==> src/rtl/i_wr_pkg.sv <==
// Shared types and default widths for the image write path.
package i_wr_pkg;

  typedef enum logic [1:0] {
    IDLE,
    WAIT_PIX,
    WRITE,
    DONE
  } state_t;

  localparam int unsigned DIM_W_DEF  = 13;
  localparam int unsigned ADDR_W_DEF = 24;

endpackage

==> src/rtl/img_axis_counter.sv <==
// Wrapping index counter for one image axis; at_last flags value == rollover_val-1.
module img_axis_counter #(
  parameter int unsigned W = 13
) (
  input  logic         clk,
  input  logic         clear,
  input  logic         count_enable,
  input  logic [W-1:0] rollover_val,
  output logic [W-1:0] value,
  output logic         at_last
);

  assign at_last = (value == rollover_val - W'(1));

  always_ff @(posedge clk) begin
    if (clear) begin
      value <= '0;
    end else if (count_enable) begin
      value <= at_last ? '0 : value + W'(1);
    end
  end

endmodule

==> src/rtl/i_wr_ctrl.sv <==
// Image write controller: row-major pixel stream to SRAM writes, one write per pixel.
// Optional per-row address stride enabled by defining I_WR_STRIDE_EN.
module i_wr_ctrl
  import i_wr_pkg::*;
#(
  parameter int unsigned ADDR_W = ADDR_W_DEF,
  parameter int unsigned DATA_W = 8,
  parameter int unsigned DIM_W  = DIM_W_DEF
) (
  input  logic              clk,
  input  logic              rst,
  input  logic              start,
  input  logic              abort,
  input  logic [DIM_W-1:0]  img_width,
  input  logic [DIM_W-1:0]  img_height,
  input  logic [ADDR_W-1:0] base_addr,
  input  logic              pix_valid,
  input  logic [DATA_W-1:0] pix_data,
  output logic              pix_ready,
  output logic              sram_wr_en,
  output logic [ADDR_W-1:0] sram_addr,
  output logic [DATA_W-1:0] sram_wdata,
  input  logic              sram_ack,
  output logic              busy,
  output logic              done,
  output logic              err_cfg,
  output logic [DIM_W-1:0]  cur_col,
  output logic [DIM_W-1:0]  cur_row
`ifdef I_WR_STRIDE_EN
  ,
  input  logic [ADDR_W-1:0] row_stride
`endif
);

  state_t             state;
  logic [DIM_W-1:0]   width_q;
  logic [DIM_W-1:0]   height_q;
  logic               col_last;
  logic               row_last;
  logic               start_ok;
  logic               wr_step;
  logic               cnt_clear;
`ifdef I_WR_STRIDE_EN
  logic [ADDR_W-1:0]  stride_q;
  logic [ADDR_W-1:0]  row_start;
`endif

  assign start_ok  = (state == IDLE) && start && (img_width != '0) && (img_height != '0);
  // abort drops the in-flight write, so the counters must not see that ack
  assign wr_step   = (state == WRITE) && sram_ack && !abort;
  assign cnt_clear = rst || start_ok;

  img_axis_counter #(.W(DIM_W)) u_col (
    .clk          (clk),
    .clear        (cnt_clear),
    .count_enable (wr_step),
    .rollover_val (width_q),
    .value        (cur_col),
    .at_last      (col_last)
  );

  img_axis_counter #(.W(DIM_W)) u_row (
    .clk          (clk),
    .clear        (cnt_clear),
    .count_enable (wr_step && col_last),
    .rollover_val (height_q),
    .value        (cur_row),
    .at_last      (row_last)
  );

  always_ff @(posedge clk) begin
    if (rst) begin
      state      <= IDLE;
      pix_ready  <= 1'b0;
      sram_wr_en <= 1'b0;
      sram_addr  <= '0;
      sram_wdata <= '0;
      busy       <= 1'b0;
      done       <= 1'b0;
      err_cfg    <= 1'b0;
      width_q    <= '0;
      height_q   <= '0;
`ifdef I_WR_STRIDE_EN
      stride_q   <= '0;
      row_start  <= '0;
`endif
    end else begin
      done    <= 1'b0;
      err_cfg <= 1'b0;
      if (abort && state != IDLE) begin
        state      <= IDLE;
        sram_wr_en <= 1'b0;
        pix_ready  <= 1'b0;
        busy       <= 1'b0;
      end else begin
        case (state)
          IDLE: begin
            if (start_ok) begin
              width_q   <= img_width;
              height_q  <= img_height;
              sram_addr <= base_addr;
`ifdef I_WR_STRIDE_EN
              stride_q  <= row_stride;
              row_start <= base_addr;
`endif
              busy      <= 1'b1;
              pix_ready <= 1'b1;
              state     <= WAIT_PIX;
            end else if (start) begin
              err_cfg <= 1'b1;
            end
          end
          WAIT_PIX: begin
            if (pix_valid) begin
              sram_wdata <= pix_data;
              pix_ready  <= 1'b0;
              sram_wr_en <= 1'b1;
              state      <= WRITE;
            end
          end
          WRITE: begin
            if (sram_ack) begin
              sram_wr_en <= 1'b0;
`ifdef I_WR_STRIDE_EN
              if (col_last) begin
                sram_addr <= row_start + stride_q;
                row_start <= row_start + stride_q;
              end else begin
                sram_addr <= sram_addr + ADDR_W'(1);
              end
`else
              sram_addr <= sram_addr + ADDR_W'(1);
`endif
              if (col_last && row_last) begin
                busy  <= 1'b0;
                done  <= 1'b1;
                state <= DONE;
              end else begin
                pix_ready <= 1'b1;
                state     <= WAIT_PIX;
              end
            end
          end
          DONE: begin
            state <= IDLE;
          end
          default: state <= IDLE;
        endcase
      end
    end
  end

endmodule
==> config.mk <==
export PLATFORM = sky130hd
export DESIGN_NAME = i_wr_ctrl
export DESIGN_NICKNAME = d
export VERILOG_FILES = /design/src/rtl/i_wr_pkg.sv /design/src/rtl/img_axis_counter.sv /design/src/rtl/i_wr_ctrl.sv
export SDC_FILE = /design/constraint.sdc
export NUM_CORES = 1
export LEC_CHECK = 0
export BUFFER_PORTS_ARGS = -buffer_cell sky130_fd_sc_hd__buf_2
export CAP_MARGIN = 20
export CORE_MARGIN = 1.5
export CORE_UTILIZATION = 58
export DETAILED_ROUTE_END_ITERATION = 12
export PLACE_DENSITY = 0.91
export SKIP_LAST_GASP = 1
export SLEW_MARGIN = 0
export SYNTH_ARGS = -nofsm -noshare
export SYNTH_HDL_FRONTEND = slang
export SYNTH_SLANG_ARGS = --single-unit
==> constraint.sdc <==
create_clock -name clk -period 5.7 [get_ports clk]
set_input_delay 1.14 -clock clk [delete_from_list [all_inputs] [get_ports clk]]
set_output_delay 1.14 -clock clk [all_outputs]
set_load 0.02 [all_outputs]
# After elaboration in Yosys (flattened, before gate mapping)
# Cells that the tools add are included.
[totals]
ff_bits = 91
wordCells = 81
output_inout_bits = 63
input_bits = 64
[classes]
reduce_logical = 27
mux = 23
bitwise_logic = 4
add_sub_neg = 5
n_eq_ne = 10
[op_table]
columns = ["op", "n"]
rows = [
  ["24-bit 2-to-1 mux", 2],
  ["24-bit case mux with 2 select lines", 1],
  ["13-bit by 1-bit adder with 13-bit output (second input constant)", 2],
  ["13-bit == test", 2],
  ["13-bit 2-to-1 mux", 2],
  ["13-bit nonzero test", 2],
  ["13-bit by 1-bit subtractor with 13-bit output (second input constant)", 2],
  ["24-bit by 1-bit adder with 24-bit output (second input constant)", 1],
  ["3-bit AND reduction", 4],
  ["1-bit 2-to-1 mux", 10],
  ["1-bit logical AND", 8],
  ["2-bit 2-to-1 mux", 4],
  ["2-bit inequality test (second input constant)", 4],
  ["2-bit case mux with 4 select lines", 1],
  ["4-bit AND reduction", 2],
  ["4-bit OR reduction", 2],
  ["2-bit nonzero test", 3],
  ["5-bit AND reduction", 1],
  ["2-bit == test (second input constant)", 2],
  ["1-bit NOT", 4],
  ["1-bit case mux with 2 select lines", 2],
  ["1-bit case mux with 3 select lines", 1],
  ["3-bit nonzero test", 1],
  ["2-bit by 1-bit == test with 1-bit output (second input constant)", 1],
  ["5 further kinds", 5],
]

# Longest topological paths before layout
# Gate-level depths: netlist of the first run.
[depth]
word_depth = 6
depth_mapped = 11
mapped_depth_nobuf = 9

# Hierarchy
# From an unflattened synthesis of the first run, not the netlist that was laid out.
[unflattened]
cells_unflattened = 687
area_unflattened_um2 = 5624.1
[modules_own_cells]
columns = ["module", "seq_area_each_um2", "n_inst", "area_each_um2", "cells_per_inst"]
rows = [
  ["i_wr_ctrl", 1301.2, 1, 3214.3, 405],
  ["img_axis_counter", 260.2, 2, 1204.9, 141],
]

# Worst setup path before layout of the first run
# OpenSTA, ideal clock, no wires.
[synth_path]
kind = "input to register"
from = "input start"
to = "register u_row.value[9]"
setup_ns = 0.130
path_slack_ns = 2.807
path_buffers = 1
required_ns = 5.570
arrival_time_ns = 2.763
cell_stages = 8
path_cell_list = "inv_1 -> nor2_1 -> nand3_1 -> a21oi_1 -> nand2_1 -> o31ai_2 -> buf_2 -> a21oi_1"
[synth_between]
elab_chain_len = 4
[synth_rtl]
columns = ["element", "line", "source"]
rows = [
  ["start: declaration", "i_wr_ctrl.sv:12", "input logic start,"],
  ["1-bit logical AND (3 in series)", "i_wr_ctrl.sv:48", "assign start_ok = (state == IDLE) && start && (img_width != '0) && (img_height != '0);"],
  ["1-bit logical OR", "i_wr_ctrl.sv:51", "assign cnt_clear = rst || start_ok;"],
  ["end signal: assignment", "img_axis_counter.sv:19", "value <= at_last ? '0 : value + W'(1);"],
  ["end: declaration", "img_axis_counter.sv:9", "output logic [W-1:0] value,"],
]
# No other way between the ends.
# A chain may end at the register's enable or synchronous reset.

# Worst setup path in the final report of the first run
[layout_path]
from = "register width_q[4]"
to = "register u_col.value[4]"
[layout_between]
elab_chain_len = 3
[layout_rtl]
columns = ["element", "line", "source"]
rows = [
  ["start: declaration", "i_wr_ctrl.sv:36", "logic [DIM_W-1:0] width_q;"],
  ["start signal: assignment", "i_wr_ctrl.sv:99", "width_q <= img_width;"],
  ["13-bit by 1-bit subtractor with 13-bit output", "img_axis_counter.sv:13", "assign at_last = (value == rollover_val - W'(1));"],
  ["13-bit == test", "img_axis_counter.sv:13", ""],
  ["13-bit 2-to-1 mux", "img_axis_counter.sv:19", ""],
  ["end signal: assignment", "img_axis_counter.sv:19", ""],
  ["end: declaration", "img_axis_counter.sv:9", ""],
]
# No other way between the ends.

==> metrics.txt, run 1 <==
largest family of logic cells by synthesized area simple AND/OR/NAND/NOR gates; top cells by area, synth dfxtp_1 (36%), a21oi_1 (7.6%), nand2_1 (7.0%); # port buffers 126; vias per cell 6.27; Die Area 9320 um2; drt first-iter violations 420; simple-gate share of the synthesized area 30.1%; data arrival time of the critical path 3.79 ns; most frequent cells in the layout buf_2 (126), nand2_1 (95), dfxtp_1 (91), a21oi_1 (76), nor2_1 (54); global route overflow 0; layout cells sized above 1 21.2%; Synth cell types 57; clk root buf clkbuf_8; commonest non-fill, non-tap cell in the layout buf_2; synthesized instance count 660; multi-input logic area 3060 um2; number of flops mapped to enable cells by yosys 0; Final Wtd Congestion 0.856; CTS Hold Bufs 0; Clk network pwr share 36.1%; row count 33; Worst-Margin Slew 0.974 ns; slowest CP cell o21ai_1; clk_lat worst skew 0.37 ns; Hold Crit Class register to register; post-CTS sizing 0; worst path cell trace nor4_1 -> nand3_1 -> xnor2_1 -> or4_1 -> or3_4 -> o21ai_1 -> nor2_1; Chip Height 96.6 um; Num CTS Buffers 9; largest net degree at the start of global routing 63; Worst-path clk slew 0.09 ns; DRT Wirelength 14300 um; CP peak stage delay 0.77 ns; status finished, final reports clean; clk_skew 0.0132 ns; Final nets 832; ant diodes 0; All-Layer GR Usage 30.7%; adder and majority gate portion of the synthesized area 1.23%; Max Cap Viol 0; Placed Cells incl. Taps 856; # DRC 0; internal power 0.00114 W; CP max FO 24; sequential fraction of design power 44.8%; PD cells 268 nW/um2; Slew Viols, Final 0; H-tree Lvls 3; Fin. Hold Viols 0; CTS max path bufs 2; Vias 5476; wire length per cell 16.4 um; register area 1820 um2; initial antenna violation count 0; core box area 8340 um2; Setup TNS 0 ns; static leakage 2.40 nW; I/O Pins 127; asr flop ratio synth 0%; vias in the first global route 5034; Syn-to-layout area delta 18.4%; Post-synth top flop dfxtp_1; xor and xnor area share after synthesis 6.38%; clock sinks 91; DPL Wire Length 10200 um; Yosys top cell area share 35.9%; filler instances 642; sequential area share after synthesis 35.9%; Starting Density 60.9%; first-pass GRT wire length 22600 um; fin crit share 62.6%; Final Non-Filler Cells 873; Startpoint Class register; RSZ-0062 raised after global routing no; CTS tree done; mux cell area share after synthesis 1.58%; Max rail drop VDD 189 uV; Final min period 3.57 ns; dominant cell type by area after synthesis dfxtp_1; ANT nets after route 0; complex-gate fraction of the synthesized area 20.8%; Setup CP Type register to register; Mapped Area 5080 um2; Max Fclk 280 MHz; Logic pwr share 19.0%; slew margin rel. 34.7%; Die Wd 96.6 um; Sw Pwr 0.000477 W; post-CTS setup buffer count 0; DRT Pass-1 Iters 5; crit path capture type register; Avg Cell Area, Syn 7.69 um2; sw frac 29.6%; Crit path required time 5.92 ns; Mapped Nets 729; Warnings, synthesis 0; #FFs+latches synth 91; final setup vio count 0
-- power groups by stage --
| stage | Sequential (W) | Combinational (W) | Clock (W) |
|---|---|---|---|
| after floorplan | 0.000743 | 0.000196 | 0 |
| after global placement | 0.000732 | 0.000288 | 0 |
| after detailed placement | 0.000734 | 0.000302 | 0 |
| after CTS | 0.000720 | 0.000304 | 0.000588 |
| after global routing | 0.000727 | 0.000337 | 0.000616 |
| final | 0.000722 | 0.000307 | 0.000583 |
-- worst max-delay path, delay by kind of cell, from the launching register on --
kind,cells,cell delay (ns)
and+or+nand+nor,5,2.11
AOI/OAI and AO/OA,1,0.77
DFF,1,0.39
xor gates and xnor gates,1,0.16
-- metal layers --
layer	share of wire [%]	global-route usage (%)	vias up
met5	0	0	-
met4	2.0	12.3	0
met3	8.3	6.42	29
met2	49	52.0	265
met1	41	37.9	2574
li1	-	-	2608
-- flip-flops by register name (all words and copies together) (netlist names), 2 cells and up --
name,count
width_q,13
height_q,13
u_row.value,13
state,2
sram_addr,24
sram_wdata,8
u_col.value,13
-- stage by stage --
stage | hold WS [ns] | power [W] | utilization [%] | cell area (um2) | setup slack [ns]
floorplan | 0.448 | 0.000940 | - | 5080 | 2.81
global placement | 0.468 | 0.00102 | 68.6 | 5720 | 2.22
detailed placement | 0.468 | 0.00104 | 68.6 | 5720 | 2.09
CTS | 0.486 | 0.00161 | 71.9 | 5990 | 2.17
global route | 0.515 | 0.00168 | 72.0 | 6010 | 1.82
finish | 0.487 | 0.00161 | 72.0 | 6010 | 2.13
-- final timing paths --
kind | startpoint | endpoint | slack (ns) | cells past startpoint
max | width_q[4]$_SDFFE_PP0P_ | u_col.value[4]$_SDFFE_PP0P_ | 2.13 | 7
min | width_q[12]$_SDFFE_PP0P_ | width_q[12]$_SDFFE_PP0P_ | 0.49 | 2
max reg2reg | width_q[4]$_SDFFE_PP0P_ | u_col.value[4]$_SDFFE_PP0P_ | 2.13 | 7
min reg2reg | width_q[12]$_SDFFE_PP0P_ | width_q[12]$_SDFFE_PP0P_ | 0.49 | 2
-- Yosys cell counts, types with 5 or more instances --
cell type and n:
nor2_1 54, and3_1 10, nand3_1 22, and2_1 7
nand4_1 14, a311oi_1 9, inv_1 11, xor2_1 20
mux2i_1 8, or3_1 16, a21oi_1 77, nor3_1 15
nand2b_1 6, nand2_1 95, o31ai_1 12, o21ai_0 29
nand3b_1 7, buf_1 5, or4_1 12, dfxtp_1 91
a211oi_1 12, xnor2_1 17, nor4_1 13, clkbuf_1 32
ha_1 5
-- layout make-up --
type | count | area share (%)
clock inverters | 7 | 2.46
inverters | 11 | 0.687
multi-input cells | 518 | 50.9
clock buffers | 9 | 2.06
repair buffers | 132 | 11.4
flip-flops and latches | 91 | 30.3
well taps | 105 | 2.19
-- cells by family after synthesis --
family / after synthesis
adders and majority gates: 5
DFF: 91
and+or+nand+nor: 296
buffers and inverters: 51
AOI/OAI and AO/OA: 172
muxes: 8
xor gates and xnor gates: 37
(Power assumes the default switching activity.)
==> run 2, diff against run 1 <==
--- a/config.mk
+++ b/config.mk
@@ -8,9 +8,9 @@
 export BUFFER_PORTS_ARGS = -buffer_cell sky130_fd_sc_hd__buf_2
 export CAP_MARGIN = 20
 export CORE_MARGIN = 1.5
-export CORE_UTILIZATION = 58
+export CORE_UTILIZATION = 49
 export DETAILED_ROUTE_END_ITERATION = 12
-export PLACE_DENSITY = 0.91
+export PLACE_DENSITY = 0.82
 export SKIP_LAST_GASP = 1
 export SLEW_MARGIN = 0
 export SYNTH_ARGS = -nofsm -noshare
==> constraint.sdc (replaced) <==
create_clock -name clk -period 3 [get_ports clk]
set_input_delay 0.6 -clock clk [delete_from_list [all_inputs] [get_ports clk]]
set_output_delay 0.6 -clock clk [all_outputs]
set_load 0.02 [all_outputs]
==> metrics.txt, run 2 (synthesis results as in run 1) <==
Die Wd 105 um; H-tree Lvls 3; Setup TNS 0 ns; internal power 0.00197 W; Max rail drop VDD 371 uV; Worst-Margin Slew 0.635 ns; # port buffers 126; CTS tree done; Syn-to-layout area delta 21.4%; core box area 9910 um2; largest net degree at the start of global routing 40; clk root buf clkbuf_8; Logic pwr share 21.9%; CTS Hold Bufs 0; DRT Wirelength 14900 um; final setup vio count 0; clk_skew 0.0145 ns; Top reg by flops sram_addr; clk_lat worst skew 0.39 ns; Max Cap Viol 0; Starting Density 51.2%; Die Area 11000 um2; Vias 5526; Final Wtd Congestion 0.914; Num CTS Buffers 9; most frequent cells in the layout buf_2 (126), nand2_1 (95), dfxtp_1 (90), a21oi_1 (75), nor2_1 (54); fin area 6160 um2; wire length per cell 16.2 um; static leakage 2.48 nW; ANT nets after route 0; commonest non-fill, non-tap cell in the layout buf_2; drt first-iter violations 371; sequential fraction of design power 47.6%; # DRC 0; Clk network pwr share 30.6%; vias per cell 5.99; fin crit share 96.9%; Hold Crit Class input pin to register; Max Fclk 344 MHz; row count 36; crit path capture type register; Crit path required time 3.33 ns; Slew Viols, Final 0; Startpoint Class register; layout cells sized above 1 23.9%; DRT Pass-1 Iters 5; Chip Height 105 um; CTS max path bufs 2; initial antenna violation count 0; sw frac 31.4%; Fin. Hold Viols 0; flop2flop setup slack 0.09 ns; RSZ-0062 raised after global routing yes; max FFs per register 24; global route overflow 0; data arrival time of the critical path 3.24 ns; vias in the first global route 4924; All-Layer GR Usage 26.4%; Placed Cells incl. Taps 904; Cell Area, Placed 5910 um2; I/O Pins 127; Setup CP Type register to register; Final Non-Filler Cells 923; hold slack 0.450 ns; DPL Wire Length 10600 um; Final min period 2.91 ns; Final nets 854; status finished, final reports clean; PD cells 466 nW/um2; slew margin rel. 57.7%; clock sinks 91; Pwr Total 0.00287 W; Worst-path clk slew 0.09 ns; Sw Pwr 0.000902 W; first-pass GRT wire length 23600 um; CP max FO 6; ant diodes 0
## run 2: cell count changes in the layout (fill, tap and decap cells not counted), moves of 2 or more
cell       before  now
bufinv_16       4    1
clkbuf_8        9   11
buf_4           5   26
clkinv_2        0    2
## run 2: path summary, 6_finish.rpt
path	start	to	cells past startpoint
worst max register to register	width_q[4]$_SDFFE_PP0P_	u_row.value[5]$_SDFFE_PP0P_	8
worst min register to register	height_q[12]$_SDFFE_PP0P_	height_q[12]$_SDFFE_PP0P_	2
worst min-delay path	pix_data[4]	sram_wdata[4]$_SDFFE_PP0P_	3
worst max-delay path	width_q[4]$_SDFFE_PP0P_	u_row.value[5]$_SDFFE_PP0P_	8
## run 2: cell type report
class | count | area [um2]
Inverter | 11 | 41.3
Clock inverter | 4 | 48.8
Sequential cell | 91 | 1820
Fill cell | 885 | 3750
Clock buffer | 12 | 155
Multi-Input combinational cell | 520 | 3100
Tap cell | 133 | 166
Timing Repair Buffer | 152 | 826
## run 2: per-layer routing
metal / wire length [um] / up-vias / global-route usage, %
met4: 284 / 0 / 10.9
met5: 0 / - / 0
li1: - / 2659 / -
met1: 6410 / 2556 / 35.4
met2: 6890 / 284 / 41.1
met3: 1330 / 27 / 5.74
## run 2: through the flow
step	worst slack (ns)	util, %
after floorplan	0.224	-
after global placement	0.0781	59.6
after detailed placement	-0.00659	59.6
after CTS	0.0204	61.7
after global routing	-0.00226	62.2
final	0.0920	62.2
## run 2: critical path: stages (launching register included)
cell,delay [ns]
dfxtp_1,0.33
nor4_2,0.35
buf_4,0.19
nand4b_1,0.11
xnor2_1,0.15
or4_4,0.59
or3_4,0.46
or4_1,0.53
a21oi_2,0.15
## run 2: what timing repair did
action / 4_1_cts / 5_1_grt
pin swaps: 0 / 2
gates resized for setup: 1 / 6
setup buffers: 0 / 1
gates cloned: 0 / 2
setup endpoints to repair: 2 / 24
## run 2: power groups by stage
| stage | logic (W) | registers, W | clock network [W] |
|---|---|---|---|
| global placement | 0.000595 | 0.00138 | 0 |
| CTS | 0.000616 | 0.00136 | 0.000890 |
| floorplan | 0.000373 | 0.00141 | 0 |
| finish | 0.000627 | 0.00137 | 0.000877 |
| global route | 0.000689 | 0.00138 | 0.000942 |
| detailed placement | 0.000611 | 0.00139 | 0 |
==> run 3, diff against run 2 <==
--- a/config.mk
+++ b/config.mk
@@ -11,6 +11,7 @@
 export CORE_UTILIZATION = 49
 export DETAILED_ROUTE_END_ITERATION = 12
 export PLACE_DENSITY = 0.82
+export RECOVER_POWER = 25
 export SKIP_LAST_GASP = 1
 export SLEW_MARGIN = 0
 export SYNTH_ARGS = -nofsm -noshare
==> metrics.txt, run 3 (synthesis results as in run 1) <==
status finished, final reports clean; final setup vio count 0; vias in the first global route 4924; Final min period 2.90 ns; sequential fraction of design power 47.6%; Worst Hold End sram_wdata[4]$_SDFFE_PP0P_; Die Area 11000 um2; Syn-to-layout area delta 20.6%; DRT Pass-1 Iters 5; Worst-Margin Slew 0.639 ns; initial antenna violation count 0; Max rail drop VDD 375 uV; met2 wire length 6860 um; Final nets 854; # DRC 0; clk root buf clkbuf_8; first-pass GRT wire length 23600 um; row count 36; HP Start pix_data[4]; fin crit share 96.7%; RSZ-0062 raised after global routing yes; Die Wd 105 um; Final Non-Filler Cells 923; Placed Cells incl. Taps 904; # port buffers 126; Starting Density 51.2%; Setup CP Type register to register; Vias 5555; wire length per cell 16.2 um; CP max FO 6; CTS Hold Bufs 0; Startpoint Class register; RR Startpoint width_q[4]$_SDFFE_PP0P_; Sw Pwr 0.000907 W; Slew Viols, Final 0; clk_lat worst skew 0.39 ns; core box area 9910 um2; Top reg by flops sram_addr; Worst-path clk slew 0.09 ns; H-tree Lvls 3; met1 wire length 6500 um; Final Wtd Congestion 0.914; clock sinks 91; internal power 0.00196 W; drt first-iter violations 421; static leakage 2.35 nW; Fin. Hold Viols 0; Crit path required time 3.33 ns; ant diodes 0; vias per cell 6.02; All-Layer GR Usage 26.4%; flop2flop setup slack 0.10 ns; layout cells sized above 1 20.0%; clk_skew 0.0170 ns; WL met3 1260 um; data arrival time of the critical path 3.23 ns; Post-Route Utilization 61.8%; ANT nets after route 0; I/O Pins 127; sw frac 31.6%; Clk network pwr share 30.8%; CTS max path bufs 2; DRT Wirelength 14900 um; Logic pwr share 21.6%; crit path capture type register; max FFs per register 24; global route overflow 0; Hold Crit Depth 3; Register-to-Register Path Depth 8; commonest non-fill, non-tap cell in the layout buf_2; slew margin rel. 57.4%; most frequent cells in the layout buf_2 (96), nand2_1 (95), dfxtp_1 (90), a21oi_1 (75), nor2_1 (54); Num CTS Buffers 9; DPL Wire Length 10600 um; largest net degree at the start of global routing 40; PD cells 469 nW/um2; Max Cap Viol 0; r2r endpoint u_row.value[5]$_SDFFE_PP0P_; top layer in use met4; CTS tree done; Chip Height 105 um; Hold Crit Class input pin to register; Max Fclk 345 MHz
==> run 3: cell types whose count changed in the layout (fill, tap and decap cells not counted), sizes merged <==
cell and change:
clkbuf +31, buf -31
==> run 3: worst max-delay path, stage by stage, from the launching register on <==
cell	delay (ns)
dfxtp_1	0.33
nor4_2	0.35
buf_4	0.19
nand4b_1	0.12
xnor2_1	0.15
or4_4	0.59
or3_4	0.46
or4_1	0.52
a21oi_2	0.15
==> run 3: power by group through the flow <==
| stage | registers [W] | logic (W) | clock network [W] |
|---|---|---|---|
| CTS | 0.00136 | 0.000616 | 0.000890 |
| finish | 0.00137 | 0.000619 | 0.000883 |
| global placement | 0.00138 | 0.000595 | 0 |
| floorplan | 0.00141 | 0.000373 | 0 |
| global route | 0.00138 | 0.000682 | 0.000942 |
| detailed placement | 0.00139 | 0.000611 | 0 |
==> run 3: per-stage QoR <==
| stage | hold slack, ns | TNS, ns | setup slack, ns | area (um2) | power (W) |
|---|---|---|---|---|---|
| final | 0.454 | 0 | 0.100 | 6120 | 0.00287 |
| after global placement | 0.469 | 0 | 0.0781 | 5910 | 0.00198 |
| after detailed placement | 0.484 | -0.00659 | -0.00659 | 5910 | 0.00200 |
| after floorplan | 0.448 | 0 | 0.224 | 5080 | 0.00179 |
| after global routing | 0.451 | -0.00226 | -0.00226 | 6120 | 0.00300 |
| after CTS | 0.435 | 0 | 0.0204 | 6120 | 0.00287 |
==> run 3: how the worst max path moves through the flow <==
stage / startpoint / end / slack [ns] / depth (start not counted)
finish: width_q[4]$_SDFFE_PP0P_ / u_row.value[5]$_SDFFE_PP0P_ / 0.10 / 8
global route: width_q[1]$_SDFFE_PP0P_ / u_row.value[4]$_SDFFE_PP0P_ / -0.002 / 9
CTS: width_q[1]$_SDFFE_PP0P_ / u_row.value[5]$_SDFFE_PP0P_ / 0.02 / 9
detailed placement: width_q[1]$_SDFFE_PP0P_ / u_row.value[4]$_SDFFE_PP0P_ / -0.007 / 9
global placement: width_q[1]$_SDFFE_PP0P_ / u_row.value[5]$_SDFFE_PP0P_ / 0.08 / 9
floorplan: width_q[4]$_SDFFE_PP0P_ / u_row.value[9]$_SDFFE_PP0P_ / 0.22 / 8
==> run 3: final cells by class <==
type / count / area, um2
multi-input cells: 520 / 3100
clock buffers: 12 / 155
well taps: 133 / 166
clock inverters: 4 / 48.8
inverters: 11 / 41.3
fillers: 905 / 3790
repair buffers: 152 / 785
flip-flops and latches: 91 / 1820
==> run 3: what timing repair did <==
| item | in CTS | in global routing |
|---|---|---|
| pin swaps | 0 | 2 |
| setup buffers | 0 | 1 |
| gates resized for setup | 1 | 6 |
| cloned | 0 | 2 |
| setup endpoints to repair | 2 | 24 |
==> run 3: per-layer routing <==
layer  track usage, %  vias up
met5                0        -
met4             10.9        0
met3             5.74       26
met2             41.1      280
met1             35.4     2584
li1                 -     2665
